$ cat config.mk
export PLATFORM = sky130hd
export DESIGN_NAME = xuart_tx_flat
export DESIGN_NICKNAME = d
export VERILOG_FILES = /design/src/rtl/xuart_tx_if.sv /design/src/rtl/xuart_tx.sv /design/src/flat_wrapper.sv
export SDC_FILE = /design/constraint.sdc
export NUM_CORES = 1
export LEC_CHECK = 0
export BUFFER_PORTS_ARGS = -buffer_cell sky130_fd_sc_hd__clkbuf_2
export CORE_ASPECT_RATIO = 0.6
export CORE_MARGIN = 2
export CORE_UTILIZATION = 48
export DETAILED_ROUTE_END_ITERATION = 10
export PLACE_DENSITY = 0.78
export SYNTH_ARGS = -nofsm -noshare
export SYNTH_HDL_FRONTEND = slang
export SYNTH_SLANG_ARGS = --single-unit
export TNS_END_PERCENT = 100
$ cat constraint.sdc
create_clock -name clk -period 4 [get_ports clk]
set_clock_uncertainty 0.1 [all_clocks]
set_input_delay 0.8 -clock clk [delete_from_list [all_inputs] [get_ports clk]]
set_output_delay 0.8 -clock clk [all_outputs]
set_load 0.005 [all_outputs]
$ cat src/rtl/xuart_tx_if.sv
// xuart_tx_if: parallel register bus between the address decoder/CPU side and
// the UART transmitter.
//   sel      - block select from the external address decoder
//   we       - write strobe (qualified by sel)
//   addr     - register address
//   data_in  - write data
//   data_out - read data (combinational in the slave)
interface xuart_tx_if #(
  parameter int unsigned DATA_W = 32
);
  logic              sel;
  logic              we;
  logic [1:0]        addr;
  logic [DATA_W-1:0] data_in;
  logic [DATA_W-1:0] data_out;

  modport master (
    output sel, we, addr, data_in,
    input  data_out
  );

  modport slave (
    input  sel, we, addr, data_in,
    output data_out
  );
endinterface

$ cat src/rtl/xuart_tx.sv
// xuart_tx: memory-mapped 8N1 UART transmitter with an 8-entry byte FIFO.
//   clk  - system clock, rising edge
//   rst  - synchronous active-high reset
//   bus  - register bus (slave): addr 0 TXDATA/count, 1 DIV, 2 STATUS, 3 reserved
//   txd  - serial output, idle high
module xuart_tx #(
  parameter int unsigned DATA_W  = 32,
  parameter int unsigned FIFO_AW = 3,
  parameter int unsigned DIV_W   = 16,
  parameter int unsigned DIV_RST = 434
) (
  input  logic         clk,
  input  logic         rst,
  xuart_tx_if.slave    bus,
  output logic         txd
);

  localparam int unsigned DEPTH = 1 << FIFO_AW;
  localparam int unsigned CNT_W = FIFO_AW + 1;

  localparam logic [1:0] ST_IDLE  = 2'd0;
  localparam logic [1:0] ST_START = 2'd1;
  localparam logic [1:0] ST_DATA  = 2'd2;
  localparam logic [1:0] ST_STOP  = 2'd3;

  localparam logic [1:0] A_TXDATA = 2'd0;
  localparam logic [1:0] A_DIV    = 2'd1;
  localparam logic [1:0] A_STATUS = 2'd2;

  // FIFO storage and bookkeeping
  logic [7:0]         fifo_q [DEPTH];
  logic [FIFO_AW-1:0] wr_ptr_q, wr_ptr_d;
  logic [FIFO_AW-1:0] rd_ptr_q, rd_ptr_d;
  logic [CNT_W-1:0]   count_q,  count_d;
  logic               ovf_q,    ovf_d;

  // Configuration
  logic [DIV_W-1:0]   div_q,    div_d;

  // Frame engine
  logic [1:0]         state_q,  state_d;
  logic [DIV_W-1:0]   baud_q,   baud_d;
  logic [2:0]         bit_idx_q, bit_idx_d;
  logic [7:0]         shift_q,  shift_d;
  logic               txd_q,    txd_d;

  logic wr_en_c;
  logic push_req_c;
  logic push_c;
  logic pop_c;
  logic full_c;
  logic empty_c;
  logic busy_c;
  logic unused_data_bits;

  assign unused_data_bits = ^bus.data_in[DATA_W-1:DIV_W];

  assign wr_en_c    = bus.sel & bus.we;
  assign push_req_c = wr_en_c & (bus.addr == A_TXDATA);
  assign full_c     = (count_q == CNT_W'(DEPTH));
  assign empty_c    = (count_q == CNT_W'(0));
  assign busy_c     = (state_q != ST_IDLE);
  // Full is judged on the pre-edge count; a same-cycle pop does not rescue it.
  assign push_c     = push_req_c & ~full_c;

  // FIFO pointer/count/overflow and divisor next-state
  always_comb begin
    wr_ptr_d = wr_ptr_q;
    rd_ptr_d = rd_ptr_q;
    count_d  = count_q;
    div_d    = div_q;
    ovf_d    = ovf_q;

    if (push_c) wr_ptr_d = wr_ptr_q + FIFO_AW'(1);
    if (pop_c)  rd_ptr_d = rd_ptr_q + FIFO_AW'(1);

    case ({push_c, pop_c})
      2'b10:   count_d = count_q + CNT_W'(1);
      2'b01:   count_d = count_q - CNT_W'(1);
      default: count_d = count_q;
    endcase

    if (wr_en_c && (bus.addr == A_DIV)) div_d = bus.data_in[DIV_W-1:0];

    // A dropped push in the same cycle as a STATUS-write clear leaves overflow set.
    if (wr_en_c && (bus.addr == A_STATUS)) ovf_d = 1'b0;
    if (push_req_c && full_c)              ovf_d = 1'b1;
  end

  // Frame state machine: next state, baud counter, shift register, pop
  always_comb begin
    state_d   = state_q;
    baud_d    = baud_q;
    bit_idx_d = bit_idx_q;
    shift_d   = shift_q;
    pop_c     = 1'b0;
    txd_d     = 1'b1;

    case (state_q)
      ST_IDLE: begin
        if (!empty_c) begin
          pop_c   = 1'b1;
          shift_d = fifo_q[rd_ptr_q];
          baud_d  = div_q;
          state_d = ST_START;
        end
      end
      ST_START: begin
        if (baud_q == DIV_W'(0)) begin
          baud_d    = div_q;
          bit_idx_d = 3'd0;
          state_d   = ST_DATA;
        end else begin
          baud_d = baud_q - DIV_W'(1);
        end
      end
      ST_DATA: begin
        if (baud_q == DIV_W'(0)) begin
          shift_d = {1'b0, shift_q[7:1]};
          baud_d  = div_q;
          if (bit_idx_q == 3'd7) begin
            state_d = ST_STOP;
          end else begin
            bit_idx_d = bit_idx_q + 3'd1;
          end
        end else begin
          baud_d = baud_q - DIV_W'(1);
        end
      end
      ST_STOP: begin
        if (baud_q == DIV_W'(0)) begin
          state_d = ST_IDLE;
        end else begin
          baud_d = baud_q - DIV_W'(1);
        end
      end
      default: state_d = ST_IDLE;
    endcase

    // txd is registered from the state being entered so the pin is glitch-free.
    case (state_d)
      ST_START: txd_d = 1'b0;
      ST_DATA:  txd_d = shift_d[0];
      default:  txd_d = 1'b1;
    endcase
  end

  // FIFO storage write (no reset needed; validity tracked by count)
  always_ff @(posedge clk) begin
    if (push_c) fifo_q[wr_ptr_q] <= bus.data_in[7:0];
  end

  // State registers
  always_ff @(posedge clk) begin
    if (rst) begin
      wr_ptr_q  <= '0;
      rd_ptr_q  <= '0;
      count_q   <= '0;
      ovf_q     <= 1'b0;
      div_q     <= DIV_W'(DIV_RST);
      state_q   <= ST_IDLE;
      baud_q    <= '0;
      bit_idx_q <= '0;
      shift_q   <= '0;
      txd_q     <= 1'b1;
    end else begin
      wr_ptr_q  <= wr_ptr_d;
      rd_ptr_q  <= rd_ptr_d;
      count_q   <= count_d;
      ovf_q     <= ovf_d;
      div_q     <= div_d;
      state_q   <= state_d;
      baud_q    <= baud_d;
      bit_idx_q <= bit_idx_d;
      shift_q   <= shift_d;
      txd_q     <= txd_d;
    end
  end

  // Register read mux
  always_comb begin
    bus.data_out = '0;
    if (bus.sel && !bus.we) begin
      case (bus.addr)
        A_TXDATA: bus.data_out = DATA_W'(count_q);
        A_DIV:    bus.data_out = DATA_W'(div_q);
        A_STATUS: bus.data_out = DATA_W'({ovf_q, empty_c, full_c, busy_c});
        default:  bus.data_out = '0;
      endcase
    end
  end

  assign txd = txd_q;

endmodule

$ cat src/flat_wrapper.sv
// flat-port wrapper written by rule: the top's interface ports become plain ports
module xuart_tx_flat 
#(
  parameter int unsigned DATA_W  = 32,
  parameter int unsigned FIFO_AW = 3,
  parameter int unsigned DIV_W   = 16,
  parameter int unsigned DIV_RST = 434
)
  (clk, rst, txd, bus_sel, bus_we, bus_addr, bus_data_in, bus_data_out);
  xuart_tx_if #(.DATA_W(DATA_W)) bus_i ();
  input  logic clk;
  input  logic rst;
  output logic txd;
  input wire logic [$bits(bus_i.sel)-1:0] bus_sel;
  input wire logic [$bits(bus_i.we)-1:0] bus_we;
  input wire logic [$bits(bus_i.addr)-1:0] bus_addr;
  input wire logic [$bits(bus_i.data_in)-1:0] bus_data_in;
  output wire logic [$bits(bus_i.data_out)-1:0] bus_data_out;
  assign bus_i.sel = bus_sel;
  assign bus_i.we = bus_we;
  assign bus_i.addr = bus_addr;
  assign bus_i.data_in = bus_data_in;
  assign bus_data_out = bus_i.data_out;
  xuart_tx #(.DATA_W(DATA_W), .FIFO_AW(FIFO_AW), .DIV_W(DIV_W), .DIV_RST(DIV_RST)) u_core (.clk(clk), .rst(rst), .bus(bus_i), .txd(txd));
endmodule
# After elaboration in Yosys (flattened, before gate mapping)
# Memory sizes are Yosys's and may differ from the RTL's. A register that Yosys moved wholly into a read port is not among the register bits.
# Index checks and enable logic that the tools add are counted.
totals:
  in_bits: 38
  ramBits: 64
  out_inout_bits: 33
  wordCells: 85
  n_memories: 1
  ff_bits: 57
mem_list:
  columns: ["memory", "depth", "word_bits", "rd", "rd_ports_with_merged_regs", "wr", "line_no", "text"]
  rows:
  - ["u_core.fifo_q", 8, 8, 1, 1, 1, "xuart_tx.sv:31", "logic [7:0] fifo_q [DEPTH];"]
op_classes:
  n_mux: 29
  n_reduce_logical: 18
  n_eq_ne: 16
  add_sub_neg: 6
  n_bitwise: 4
op_table:
  columns: ["operator", "count"]
  rows:
  - ["16-bit case mux with 3 select lines", 2]
  - ["16-bit 2-to-1 mux", 3]
  - ["32-bit 2-to-1 mux", 1]
  - ["16-bit logical NOT", 1]
  - ["8-bit 2-to-1 mux", 2]
  - ["8-bit case mux with 2 select lines", 1]
  - ["16-bit by 1-bit subtractor with 16-bit output (second input constant)", 1]
  - ["3-bit 2-to-1 mux", 5]
  - ["2-bit == test (second input constant)", 5]
  - ["2-bit 2-to-1 mux", 5]
  - ["2-bit nonzero test", 5]
  - ["3-bit by 1-bit adder with 3-bit output (second input constant)", 3]
  - ["2-bit by 1-bit == test with 1-bit output (second input constant)", 4]
  - ["2-bit case mux with 4 select lines", 1]
  - ["4-bit case mux with 2 select lines", 1]
  - ["1-bit 2-to-1 mux", 6]
  - ["2-bit != test (second input constant)", 3]
  - ["3-bit case mux with 2 select lines", 1]
  - ["4-bit by 1-bit adder with 4-bit output (second input constant)", 1]
  - ["4-bit == test (second input constant)", 1]
  - ["1-bit logical AND", 4]
  - ["2-bit logical NOT", 2]
  - ["4-bit logical NOT", 1]
  - ["2-bit by 1-bit != test with 1-bit output (second input constant)", 2]
  - ["10 further kinds", 12]

# Logic depth before layout (Yosys ltp)
# Gate-level depths: netlist of run 1.
depth:
  word_depth: 6
  mapped_depth: 12
  ltp_nobuf: 11

# Worst setup path after synthesis of run 1
# No wires, ideal clock.
synth_path:
  kind: "input -> register"
  start: "input bus_addr[0]"
  end: "register u_core.count_q[3]"
  arrival_ps: 2984
  path_stages: 10
  n_path_buf: 1
  required_ps: 3830
  setup_time_ps: 70
  setup_slack_ps: 846
  path_cell_list: "clkbuf_1 > nor4_1 > inv_1 > ha_1 > ha_1 > a21o_1 > a21oi_1 > xnor2_1 > or3_1 > a21oi_1"
synth_via:
  elab_chain_cells: 5
  word_cells_on_any_way: 7
  classes_between: "2 x eq/ne; 1 x mux; 2 x bitwise; 2 x reduce/logical"
synth_rtl:
  columns: ["item", "line_no", "text"]
  rows:
  - ["from (decl)", "flat_wrapper.sv:16", "input wire logic [$bits(bus_i.addr)-1:0] bus_addr;"]
  - ["2-bit logical NOT (*)", "xuart_tx.sv:59", "assign push_req_c = wr_en_c & (bus.addr == A_TXDATA);"]
  - ["1-bit AND (*)", "xuart_tx.sv:59", null]
  - ["1-bit AND (*)", "xuart_tx.sv:64", "assign push_c = push_req_c & ~full_c;"]
  - ["2-bit by 1-bit == test with 1-bit output / 2-bit == test (equally long branches)", "xuart_tx.sv:77", "case ({push_c, pop_c})"]
  - ["4-bit case mux with 2 select lines / 2-bit nonzero test (equally long branches)", null, null]
  - ["to (signal assigned)", "xuart_tx.sv:169", "count_q <= count_d;"]
  - ["to (decl)", "xuart_tx.sv:34", "logic [CNT_W-1:0] count_q, count_d;"]
# Every way passes the cells marked *; elsewhere a longest branch is shown, timed or not.
# A chain may end at the register's enable or synchronous reset.

# Worst setup path after layout of run 1
layout_path:
  start: "register u_core.count_q[0]"
  end: "register u_core.count_q[3]"
layout_via:
  elab_chain_cells: 5
  word_cells_on_any_way: 12
  classes_between: "2 x add/sub; 3 x eq/ne; 3 x mux; 2 x bitwise; 2 x reduce/logical"
layout_rtl:
  columns: ["item", "line_no"]
  rows:
  - ["4-bit logical NOT / 4-bit == test (equally long branches)", "xuart_tx.sv:61, xuart_tx.sv:60"]
  - ["1-bit 2-to-1 mux / 1-bit NOT (equally long branches)", "xuart_tx.sv:101, xuart_tx.sv:64"]
  - ["1-bit 2-to-1 mux / 1-bit AND (equally long branches)", "xuart_tx.sv:99, xuart_tx.sv:64"]
  - ["2-bit by 1-bit == test with 1-bit output / 2-bit == test (equally long branches)", "xuart_tx.sv:77"]
  - ["4-bit case mux with 2 select lines / 2-bit nonzero test (equally long branches)", null]
# Several ways; a longest one is shown, not always the timed one.

==> results of run 1 <==
cells in the mapped netlist, types with 2 or more instances:
cell type | instances | area (µm²)
sky130_fd_sc_hd__or3_1 | 5 | 31.3
sky130_fd_sc_hd__a22oi_1 | 4 | 30.0
sky130_fd_sc_hd__xnor2_1 | 2 | 17.5
sky130_fd_sc_hd__nor4b_1 | 2 | 17.5
sky130_fd_sc_hd__xor2_1 | 4 | 35.0
sky130_fd_sc_hd__a211oi_1 | 9 | 67.6
sky130_fd_sc_hd__nor3b_1 | 3 | 22.5
sky130_fd_sc_hd__a32o_1 | 6 | 60.1
sky130_fd_sc_hd__inv_1 | 13 | 48.8
sky130_fd_sc_hd__buf_2 | 6 | 30.0
sky130_fd_sc_hd__o21ai_1 | 7 | 35.0
sky130_fd_sc_hd__nand2b_1 | 7 | 43.8
sky130_fd_sc_hd__nor2_1 | 43 | 161
sky130_fd_sc_hd__clkbuf_1 | 16 | 60.1
sky130_fd_sc_hd__buf_1 | 2 | 7.51
sky130_fd_sc_hd__a31oi_1 | 4 | 25.0
sky130_fd_sc_hd__mux2i_1 | 12 | 120
sky130_fd_sc_hd__buf_4 | 18 | 135
sky130_fd_sc_hd__or2_2 | 2 | 12.5
sky130_fd_sc_hd__nor4_2 | 2 | 25.0
sky130_fd_sc_hd__a21o_1 | 2 | 15.0
sky130_fd_sc_hd__nor4_1 | 3 | 18.8
sky130_fd_sc_hd__o31ai_1 | 4 | 30.0
sky130_fd_sc_hd__dfxtp_1 | 60 | 1200
sky130_fd_sc_hd__nand2_1 | 64 | 240
sky130_fd_sc_hd__o22ai_1 | 6 | 37.5
sky130_fd_sc_hd__ha_1 | 13 | 163
sky130_fd_sc_hd__mux4_2 | 16 | 360
sky130_fd_sc_hd__a21oi_1 | 37 | 185
sky130_fd_sc_hd__nor2b_1 | 2 | 12.5
sky130_fd_sc_hd__o21ai_0 | 19 | 95.1
sky130_fd_sc_hd__and2_1 | 23 | 144
sky130_fd_sc_hd__mux2_2 | 2 | 22.5
sky130_fd_sc_hd__nand3_1 | 9 | 45.0
sky130_fd_sc_hd__edfxtp_1 | 64 | 1920
sky130_fd_sc_hd__nand4_1 | 3 | 18.8
sky130_fd_sc_hd__or3_4 | 2 | 22.5
sky130_fd_sc_hd__nor3_1 | 19 | 95.1
metrics by stage:
step           hold WS, ns  worst slack, ns
3_5_place_dp         0.372            0.609
3_3_place_gp         0.343            0.634
5_1_grt              0.401            0.608
2_1_floorplan        0.336            0.846
6_report             0.371            0.852
4_1_cts              0.380            0.903
critical path, delay by kind of cell (launching register included):
family / cells / cell delay, ns
flops: 1 / 0.42
buf+inv: 1 / 0.19
fa+ha+maj: 2 / 0.54
xor+xnor: 1 / 0.10
simple gates: 4 / 1.26
compound gates: 3 / 0.48
sequential cells by signal (all words and copies together) (netlist names), named ones only:
signal and cells:
u_core.baud_q 16, u_core.bit_idx_q 3, u_core.count_q 4, u_core.div_q 16
u_core.fifo_q 64, u_core.ovf_q 1, u_core.rd_ptr_q 3, u_core.shift_q 8
u_core.state_q 2, u_core.txd 1, u_core.wr_ptr_q 3
worst max path at each step:
| stage | end | slack, ns | startpoint | cells after the start |
|---|---|---|---|---|
| global placement | u_core.count_q[3] | 0.63 | bus_addr[0] | 10 |
| floorplan | u_core.count_q[3] | 0.85 | bus_addr[0] | 10 |
| CTS | u_core.count_q[3] | 0.90 | u_core.count_q[0] | 11 |
| finish | u_core.count_q[3] | 0.85 | u_core.count_q[0] | 11 |
| global route | u_core.count_q[3] | 0.61 | u_core.count_q[0] | 11 |
| detailed placement | u_core.count_q[3] | 0.61 | bus_addr[0] | 10 |
cells by family (layout without fill, tap and decap cells):
kind of cell,count (synthesis),after routing,share of synthesized area [%]
adders and majority gates,14,14,3.16
AOI/OAI and AO/OA,104,104,11.1
DFF,124,124,54.0
and+or+nand+nor,195,195,16.9
muxes,30,30,8.70
buffers and inverters,56,90,5.07
xor gates and xnor gates,6,6,0.909
other,1,16,0.0649
power by group:
| group | internal [µW] | switching, µW | total, µW |
|---|---|---|---|
| registers | 1470 | 149 | 1610 |
| clock network | 909 | 526 | 1440 |
| logic | 624 | 999 | 1620 |
| total | 3000 | 1670 | 4670 |
layer usage:
metal	share of wire (%)	global-route usage, %	vias up
met5	0	0	-
met1	45	31.2	2065
li1	-	-	1974
met3	9.1	5.51	25
met2	44	30.9	201
met4	1.9	9.98	0
layout make-up:
| type | instances | area (µm²) |
|---|---|---|
| sequential | 124 | 3120 |
| clock buffer | 19 | 443 |
| timing repair buffer | 46 | 250 |
| inverter | 13 | 48.8 |
| multi-input combinational | 365 | 2420 |
| fill | 962 | 4930 |
| tap | 160 | 200 |
| clock inverter | 12 | 104 |
==> metrics.md, run 1 <==
| Metric | Value |
|---|---|
| Final HPWL DP | 9.22 mm |
| Leading cell types in the layout, fill and taps excluded | sky130_fd_sc_hd__nand2_1 (64), sky130_fd_sc_hd__edfxtp_1 (64), sky130_fd_sc_hd__dfxtp_1 (60), sky130_fd_sc_hd__nor2_1 (43), sky130_fd_sc_hd__clkbuf_2 (38) |
| R2r startpoint | u_core.count_q[0] |
| Gate count of the mapped netlist | 530 |
| Final setup violation count | 0 |
| Number of cell instances on the worst register-to-register path | 11 |
| Io pins | 71 |
| I/O Buffers | 38 |
| Worst path max stage delay | 0.63 ns |
| Max_slew headroom | 32.0% |
| Quantity of gates resized following cts | 0 |
| Total Neg Setup Slack | 0 ns |
| Vias per Instance | 5.77 |
| Worst vdd rail ir drop | 0.000413 V |
| Number of library cell types mapped by synthesis | 53 |
| Synth Register Bits | 124 |
| Cts bufs inserted | 17 |
| TritonCTS sink count | 124 |
| Critical path class | reg2reg |
| Sort of element at the end of the critical path | register |
| Total power density per cell area | 709 nW/µm² |
| Synth-to-layout area growth | 14.0% |
| Clk root buf | sky130_fd_sc_hd__clkbuf_16 |
| Core area | 11500 µm² |
| Total of hold buffers inserted after clock tree synthesis | 0 |
| Post-layout power | 4670 µW |
| Setup repair after global routing missed its margin | no |
| Remaining global-route overflow | 0 |
| Min-Delay Path Depth | 2 |
| Chip Height | 89.0 µm |
| Final nets | 619 |
| Final std cell area, no fill | 6590 µm² |
| Overall fraction of global-route tracks in use | 21.6% |
| Area of the mapped netlist | 5780 µm² |
| Number of standard cells in the layout, taps in and fillers out | 739 |
| Final hold violation count | 0 |
| Share of the clock period used by the worst path after layout | 78.7% |
| Clock latency of the later-clocked register in the worst-skew pair | 0.41 ns |
| Worst Hold Path EP | u_core.bit_idx_q[1] |
| Measured slew at the worst slew-check pin | 1.01 ns |
| Worst hold start | u_core.bit_idx_q[1] |
| Setup Buffers After CTS | 0 |
| Most used DFF post-synth | sky130_fd_sc_hd__edfxtp_1 |
| Synthesized area per cell | 10.9 µm² |
| Proportion of register bits with asynchronous set or reset after synthesis | 0% |
| Placed standard-cell area | 6040 µm² |
| Min cycle time layout | 3.15 ns |
| Required @ worst endpoint | 4.25 ns |
| Detailed Routing Iterations Pass 1 | 5 |
| H-tree lvl count | 4 |
| Arrival time at the worst endpoint | 3.39 ns |
| Post-synth EDFFs | 64 |
| Cell at the slowest stage of the critical path | sky130_fd_sc_hd__nor4_1 |
| Total number of vias | 4265 |
| Remaining antenna violation count after routing | 0 |
| Final GP Congestion | 0.991 |
| Final design utilization | 57.2% |
| Result of the run | completed |
| Via count of the first global-routing pass | 4075 |
| Warning count from the yosys run | 0 |
| DRC errors left | 0 |
| Clock Tree Buf Depth | 2 |
| Number of antenna violations at the first check in global routing | 0 |
| Number of placement rows | 30 |
| CTS clk-pin slew, worst paths | 0.05 ns |
| Pin count of the biggest net entering global routing | 28 |
| Static leakage power | 0.00239 µW |
| Class of the tightest hold or removal check | reg2reg |
| FF-to-FF End | u_core.count_q[3] |
| Peak fanout along the critical path | 6 |
| Routed length per placed instance | 18.0 µm |
| TritonCTS clock tree | built |
| Maximum frequency from static timing analysis | 0.318 GHz |
| Global-route wire length before repair | 21.2 mm |
| Minimum setup slack among reg-to-reg paths | 0.85 ns |
| Share of post-route cells with drive strength above 1 | 16.8% |
| Starting density of the core | 50.2% |
| Total detailed-routing wirelength | 13.3 mm |
| Pins Over Slew Limit | 0 |
| Post-placement cell count | 708 |
| Horizontal die dimension | 146 µm |
| Fraction of the yosys area taken by sequential cells | 54.0% |
| Antenna cell count | 0 |
| Initial drt markers | 454 |
| Maxcap violations | 0 |
| Startpoint kind of the worst setup timing path | register |
| Die area | 13000 µm² |
| Series of cell instances along the critical path | nor3_1, and2_1, nor4_1, inv_1, ha_1, ha_1, a21o_1, a21oi_1, xnor2_1, or3_1, a21oi_1 |
Power figures use the tool's default switching activity.
==> inputs of run 2 (changes only) <==
- clock period: 4 -> 2.9 ns (I/O delays scaled with it)
==> metrics.md, run 2 (synthesis gave the netlist of run 1 again) <==
| Metric | Value |
|---|---|
| Result of the run | completed |
| Final HPWL DP | 9.23 mm |
| Class of the tightest hold or removal check | in2reg |
| Number of placement rows | 30 |
| Final nets | 635 |
| Post-placement setup slack | 0.154 ns |
| Vias per Instance | 5.79 |
| Core area | 11500 µm² |
| Topmost layer with routed signal wires | met4 |
| Starting density of the core | 50.2% |
| R2r startpoint | u_core.count_q[1] |
| Post-placement cell count | 724 |
| Remaining global-route overflow | 0 |
| Detailed Routing Iterations Pass 1 | 5 |
| Cts bufs inserted | 17 |
| Part of the total power dissipated in the clock network | 34.1% |
| Leading cell types in the layout, fill and taps excluded | sky130_fd_sc_hd__nand2_1 (64), sky130_fd_sc_hd__edfxtp_1 (64), sky130_fd_sc_hd__dfxtp_1 (59), sky130_fd_sc_hd__nor2_1 (43), sky130_fd_sc_hd__clkbuf_2 (38) |
| Total detailed-routing wirelength | 13.6 mm |
| Peak fanout along the critical path | 6 |
| Top reg by flops | u_core.fifo_q |
| Overall fraction of global-route tracks in use | 21.9% |
| Pins Over Slew Limit | 0 |
| Seq pwr share | 31.4% |
| Relative contribution of combinational cells to total power | 34.5% |
| Fill count | 908 |
| Setup slack after layout | 0.146 ns |
| Initial drt markers | 497 |
| Remaining antenna violation count after routing | 0 |
| Met1 wire length | 6.20 mm |
| Total Neg Setup Slack | 0 ns |
| Last element of the critical path | u_core.count_q[3] |
| Io pins | 71 |
| Worst vdd rail ir drop | 0.000706 V |
| Final hold violation count | 0 |
| Die area | 13000 µm² |
| Routed wire length on met3 | 1.24 mm |
| Max_slew headroom | 58.3% |
| Sort of element at the end of the critical path | register |
| Total number of vias | 4374 |
| I/O Buffers | 38 |
| Maxcap violations | 0 |
| Clk root buf | sky130_fd_sc_hd__clkbuf_16 |
| Total power density per cell area | 1020 nW/µm² |
| CTS clk-pin slew, worst paths | 0.06 ns |
| Number of flip-flops under the largest register name | 64 |
| Global-route wire length before repair | 21.7 mm |
| FF-to-FF End | u_core.count_q[3] |
| Number of standard cells in the layout, taps in and fillers out | 756 |
| Reported net switching power | 2410 µW |
| Startpoint kind of the worst setup timing path | register |
| Min cycle time layout | 2.75 ns |
| Synth-to-layout area growth | 18.3% |
| Arrival time at the worst endpoint | 3.00 ns |
| Pin count of the biggest net entering global routing | 45 |
| Chip Height | 89.0 µm |
| Clock Tree Buf Depth | 2 |
| Required @ worst endpoint | 3.15 ns |
| Switching Fraction | 34.4% |
| Measured slew at the worst slew-check pin | 0.619 ns |
| Largest registers in the final layout | u_core.fifo_q x64, u_core.baud_q x16, u_core.div_q x16 |
| Antenna cell count | 0 |
| Worst hold start | bus_data_in[8] |
| H-tree lvl count | 4 |
| TritonCTS clock tree | built |
| Setup repair after global routing missed its margin | no |
| Critical path class | reg2reg |
| Total internal power | 4590 µW |
| Number of cell instances on the worst register-to-register path | 11 |
| Final setup violation count | 0 |
| Static leakage power | 0.00253 µW |
| Routed length per placed instance | 18.0 µm |
| Via count of the first global-routing pass | 4153 |
| Minimum setup slack among reg-to-reg paths | 0.15 ns |
| DRC errors left | 0 |
| Number of antenna violations at the first check in global routing | 0 |
| Share of post-route cells with drive strength above 1 | 20.8% |
| Final GP Congestion | 0.917 |
| Length of routed met2 wiring | 5.94 mm |
| TritonCTS sink count | 124 |
| Share of the clock period used by the worst path after layout | 95.0% |
| Horizontal die dimension | 146 µm |
| Setup Buffers After CTS | 0 |
| Worst setup path start | u_core.count_q[1] |
| Clock latency of the later-clocked register in the worst-skew pair | 0.42 ns |
| Maximum frequency from static timing analysis | 0.363 GHz |
==> run 2: cell types whose count changed in the layout (fill, tap and decap cells not counted), sizes merged <==
cell      change
buf          +16
bufinv        +4
clkbuf        +1
clkinv        -3
clkinvlp      -1
==> run 2: worst min-delay path by stage <==
stage               slack (ns)             endpoint  cells after the start
floorplan                 0.34  u_core.bit_idx_q[1]                      2
global placement          0.34  u_core.bit_idx_q[1]                      2
detailed placement        0.36     u_core.div_q[12]                      2
CTS                       0.27      u_core.div_q[8]                      3
global route              0.28     u_core.div_q[11]                      3
finish                    0.28      u_core.div_q[8]                      3
==> run 2: per-stage QoR <==
step	instance area, µm²	hold WS (ns)	total power (µW)	utilization, %
2_1_floorplan	5840	0.336	3940	-
3_3_place_gp	6170	0.344	4430	53.5
3_5_place_dp	6170	0.361	4530	53.5
4_1_cts	6830	0.274	6960	59.3
5_1_grt	6840	0.281	7350	59.3
6_report	6840	0.279	7010	59.3
==> run 2: repair_timing <==
item | in CTS | in global routing
hold buffers | 0 | 0
gates resized for setup | 0 | 3
setup endpoints to repair | 0 | 4
==> run 2: layout make-up <==
type | instances | area, µm² | area share [%]
flip-flops and latches | 124 | 3120 | 45.7
multi-input cells | 365 | 2430 | 35.5
clock buffers | 20 | 447 | 6.53
repair buffers | 62 | 370 | 5.42
clock inverters | 12 | 218 | 3.18
well taps | 160 | 200 | 2.93
inverters | 13 | 48.8 | 0.714
==> run 2: worst max-delay path, stage by stage (launching register included) <==
cell and delay (ns):
sky130_fd_sc_hd__dfxtp_1 0.43, sky130_fd_sc_hd__nor3_1 0.11, sky130_fd_sc_hd__and2_1 0.19, sky130_fd_sc_hd__nor4_2 0.29, sky130_fd_sc_hd__inv_1 0.13, sky130_fd_sc_hd__ha_1 0.24
sky130_fd_sc_hd__ha_1 0.28, sky130_fd_sc_hd__a21o_1 0.18, sky130_fd_sc_hd__a21oi_1 0.17, sky130_fd_sc_hd__xnor2_1 0.10, sky130_fd_sc_hd__or3_1 0.32, sky130_fd_sc_hd__a21oi_1 0.14
==> run 2: power by group through the flow <==
stage                     logic [µW]  clock network [µW]  registers, µW
after floorplan                 1780                   0           2170
after global placement          2220                   0           2210
after detailed placement        2320                   0           2220
after CTS                       2360                2400           2190
after global routing            2650                2480           2220
final                           2420                2390           2200
==> run 2: metal layers <==
metal	GRT usage, %	vias up
met2	33.5	225
li1	-	2020
met3	5.15	24
met1	30.8	2105
met4	8.47	0
met5	0	-
==> inputs of run 3 (changes only) <==
- PLACE_DENSITY: 0.78 -> 0.81
- clock period: 2.9 -> 2.3 ns (I/O delays scaled with it)
==> metrics.md, run 3 (synthesis gave the netlist of run 1 again) <==
| Metric | Value |
|---|---|
| Setup slack after layout | 0.00423 ns |
| Top reg by flops | u_core.fifo_q |
| Global-route wire length before repair | 22.4 mm |
| Horizontal die dimension | 146 µm |
| Pins Over Slew Limit | 0 |
| Worst hold start | bus_data_in[8] |
| Die area | 13000 µm² |
| Leading cell types in the layout, fill and taps excluded | sky130_fd_sc_hd__edfxtp_1 (64), sky130_fd_sc_hd__nand2_1 (63), sky130_fd_sc_hd__dfxtp_1 (53), sky130_fd_sc_hd__buf_4 (52), sky130_fd_sc_hd__nor2_1 (43) |
| Worst hold slack | 0.156 ns |
| Class of the tightest hold or removal check | in2reg |
| Min-Delay Path Depth | 3 |
| Min cycle time layout | 2.30 ns |
| Total of hold buffers inserted after clock tree synthesis | 0 |
| Overall fraction of global-route tracks in use | 22.9% |
| H-tree lvl count | 4 |
| Total number of vias | 4504 |
| Worst Hold Path EP | u_core.div_q[8] |
| Startpoint kind of the worst setup timing path | register |
| Worst vdd rail ir drop | 0.000803 V |
| Critical path class | reg2reg |
| Clock latency of the later-clocked register in the worst-skew pair | 0.42 ns |
| Final nets | 666 |
| Routed length per placed instance | 18.6 µm |
| Largest registers in the final layout | u_core.fifo_q x64, u_core.baud_q x16, u_core.div_q x16 |
| Maxcap violations | 0 |
| FF-to-FF End | u_core.txd |
| Pin count of the biggest net entering global routing | 28 |
| Initial drt markers | 565 |
| Peak fanout along the critical path | 4 |
| Vias per Instance | 5.72 |
| Share of post-route cells with drive strength above 1 | 27.9% |
| Chip Height | 89.0 µm |
| I/O Buffers | 38 |
| Measured slew at the worst slew-check pin | 0.554 ns |
| Setup repair after global routing missed its margin | yes |
| Remaining global-route overflow | 0 |
| Final hold violation count | 0 |
| Core area | 11500 µm² |
| Synth-to-layout area growth | 24.5% |
| Final GP Congestion | 0.964 |
| Io pins | 71 |
| Post-layout power | 9330 µW |
| Total power density per cell area | 1300 nW/µm² |
| CTS clk-pin slew, worst paths | 0.06 ns |
| Starting density of the core | 50.2% |
| DRC errors left | 0 |
| Maximum frequency from static timing analysis | 0.436 GHz |
| TritonCTS clock tree | built |
| R2r startpoint | u_core.baud_q[1] |
| Detailed Routing Iterations Pass 1 | 5 |
| TritonCTS sink count | 124 |
| Fill count | 881 |
| Total detailed-routing wirelength | 14.7 mm |
| Post-placement setup slack | -0.0560 ns |
| Number of cell instances on the worst register-to-register path | 8 |
| Antenna cell count | 0 |
| Combined area of the multi-input logic cells | 2570 µm² |
| Leading cell type in the layout, fill and taps excluded | sky130_fd_sc_hd__edfxtp_1 |
| Static leakage power | 0.00269 µW |
| Remaining antenna violation count after routing | 0 |
| Clock Tree Buf Depth | 2 |
| Result of the run | completed |
| Arrival time at the worst endpoint | 2.46 ns |
| Final setup violation count | 0 |
| Number of antenna violations at the first check in global routing | 0 |
| Minimum setup slack among reg-to-reg paths | 0.004 ns |
| Total Neg Setup Slack | 0 ns |
| Number of placement rows | 30 |
| Max_slew headroom | 62.9% |
| Number of flip-flops under the largest register name | 64 |
| Required @ worst endpoint | 2.47 ns |
| Worst setup path start | u_core.baud_q[1] |
| Via count of the first global-routing pass | 4173 |
| Sort of element at the end of the critical path | register |
| Share of the clock period used by the worst path after layout | 99.8% |
| Final HPWL DP | 9.79 mm |
| Cts bufs inserted | 17 |
| Area of all sequential standard cells | 3130 µm² |
| Clk root buf | sky130_fd_sc_hd__clkbuf_16 |
==> run 3: changes by cell type in the layout (fill, tap and decap cells not counted), moves of 3 or more <==
cell | previous run | this run
sky130_fd_sc_hd__nor4_2 | 3 | 0
sky130_fd_sc_hd__buf_4 | 24 | 52
sky130_fd_sc_hd__dfxtp_2 | 1 | 6
sky130_fd_sc_hd__clkinvlp_4 | 0 | 4
sky130_fd_sc_hd__nor4_4 | 0 | 3
sky130_fd_sc_hd__ha_1 | 13 | 9
sky130_fd_sc_hd__ha_4 | 0 | 4
sky130_fd_sc_hd__and2_1 | 23 | 20
sky130_fd_sc_hd__clkinv_1 | 0 | 3
sky130_fd_sc_hd__inv_2 | 0 | 4
sky130_fd_sc_hd__inv_1 | 13 | 8
sky130_fd_sc_hd__dfxtp_1 | 59 | 53
==> run 3: worst max-delay path by stage <==
stage | slack [ns] | end
floorplan | -0.05 | u_core.count_q[3]
global placement | -0.02 | u_core.count_q[3]
detailed placement | -0.06 | u_core.count_q[3]
CTS | -0.04 | u_core.count_q[3]
global route | -0.1 | u_core.txd
finish | 0.004 | u_core.txd
==> run 3: what timing repair did <==
action | 4_1_cts | 5_1_grt
resized for setup | 12 | 23
pin swaps | 2 | 7
buffers inserted | 0 | 10
setup endpoints to repair | 6 | 26
cloned | 0 | 0
==> run 3: power breakdown <==
group / internal [µW] / switching (µW) / leakage [µW] / total, µW
sequential: 2560 / 215 / 0.00107 / 2770
combinational: 1700 / 2110 / 0.00133 / 3810
clock: 1790 / 954 / 0.000284 / 2740
==> run 3: worst max-delay path, cell delays in order (launching register included) <==
cell and delay [ns]:
sky130_fd_sc_hd__dfxtp_2 0.32, sky130_fd_sc_hd__inv_2 0.07, sky130_fd_sc_hd__ha_4 0.13, sky130_fd_sc_hd__nor4b_4 0.33, sky130_fd_sc_hd__nand4_4 0.19, sky130_fd_sc_hd__mux2_4 0.34
sky130_fd_sc_hd__a222oi_1 0.38, sky130_fd_sc_hd__and3_1 0.21, sky130_fd_sc_hd__o21ai_1 0.07
==> run 3: layer usage <==
layer / track usage, % / share of wire [%]
met1: 33.1 / 44
met2: 34.5 / 45
met3: 5.10 / 9.5
met4: 7.75 / 1.3
met5: 0 / 0
==> run 3: area by class of cell <==
cell class,instances,share of cell area [%]
Clock inverter,14,2.45
Multi-Input combinational cell,365,35.7
Inverter,13,0.713
Sequential cell,124,43.6
Timing Repair Buffer,93,8.83
Tap cell,160,2.78
Clock buffer,18,5.97
==> run 3: stage by stage <==
stage	area, µm²	cells	util (%)
floorplan	5910	545	-
global placement	6380	745	55.4
detailed placement	6380	745	55.4
CTS	7030	777	61.0
global route	7190	787	62.4
finish	7190	787	62.4
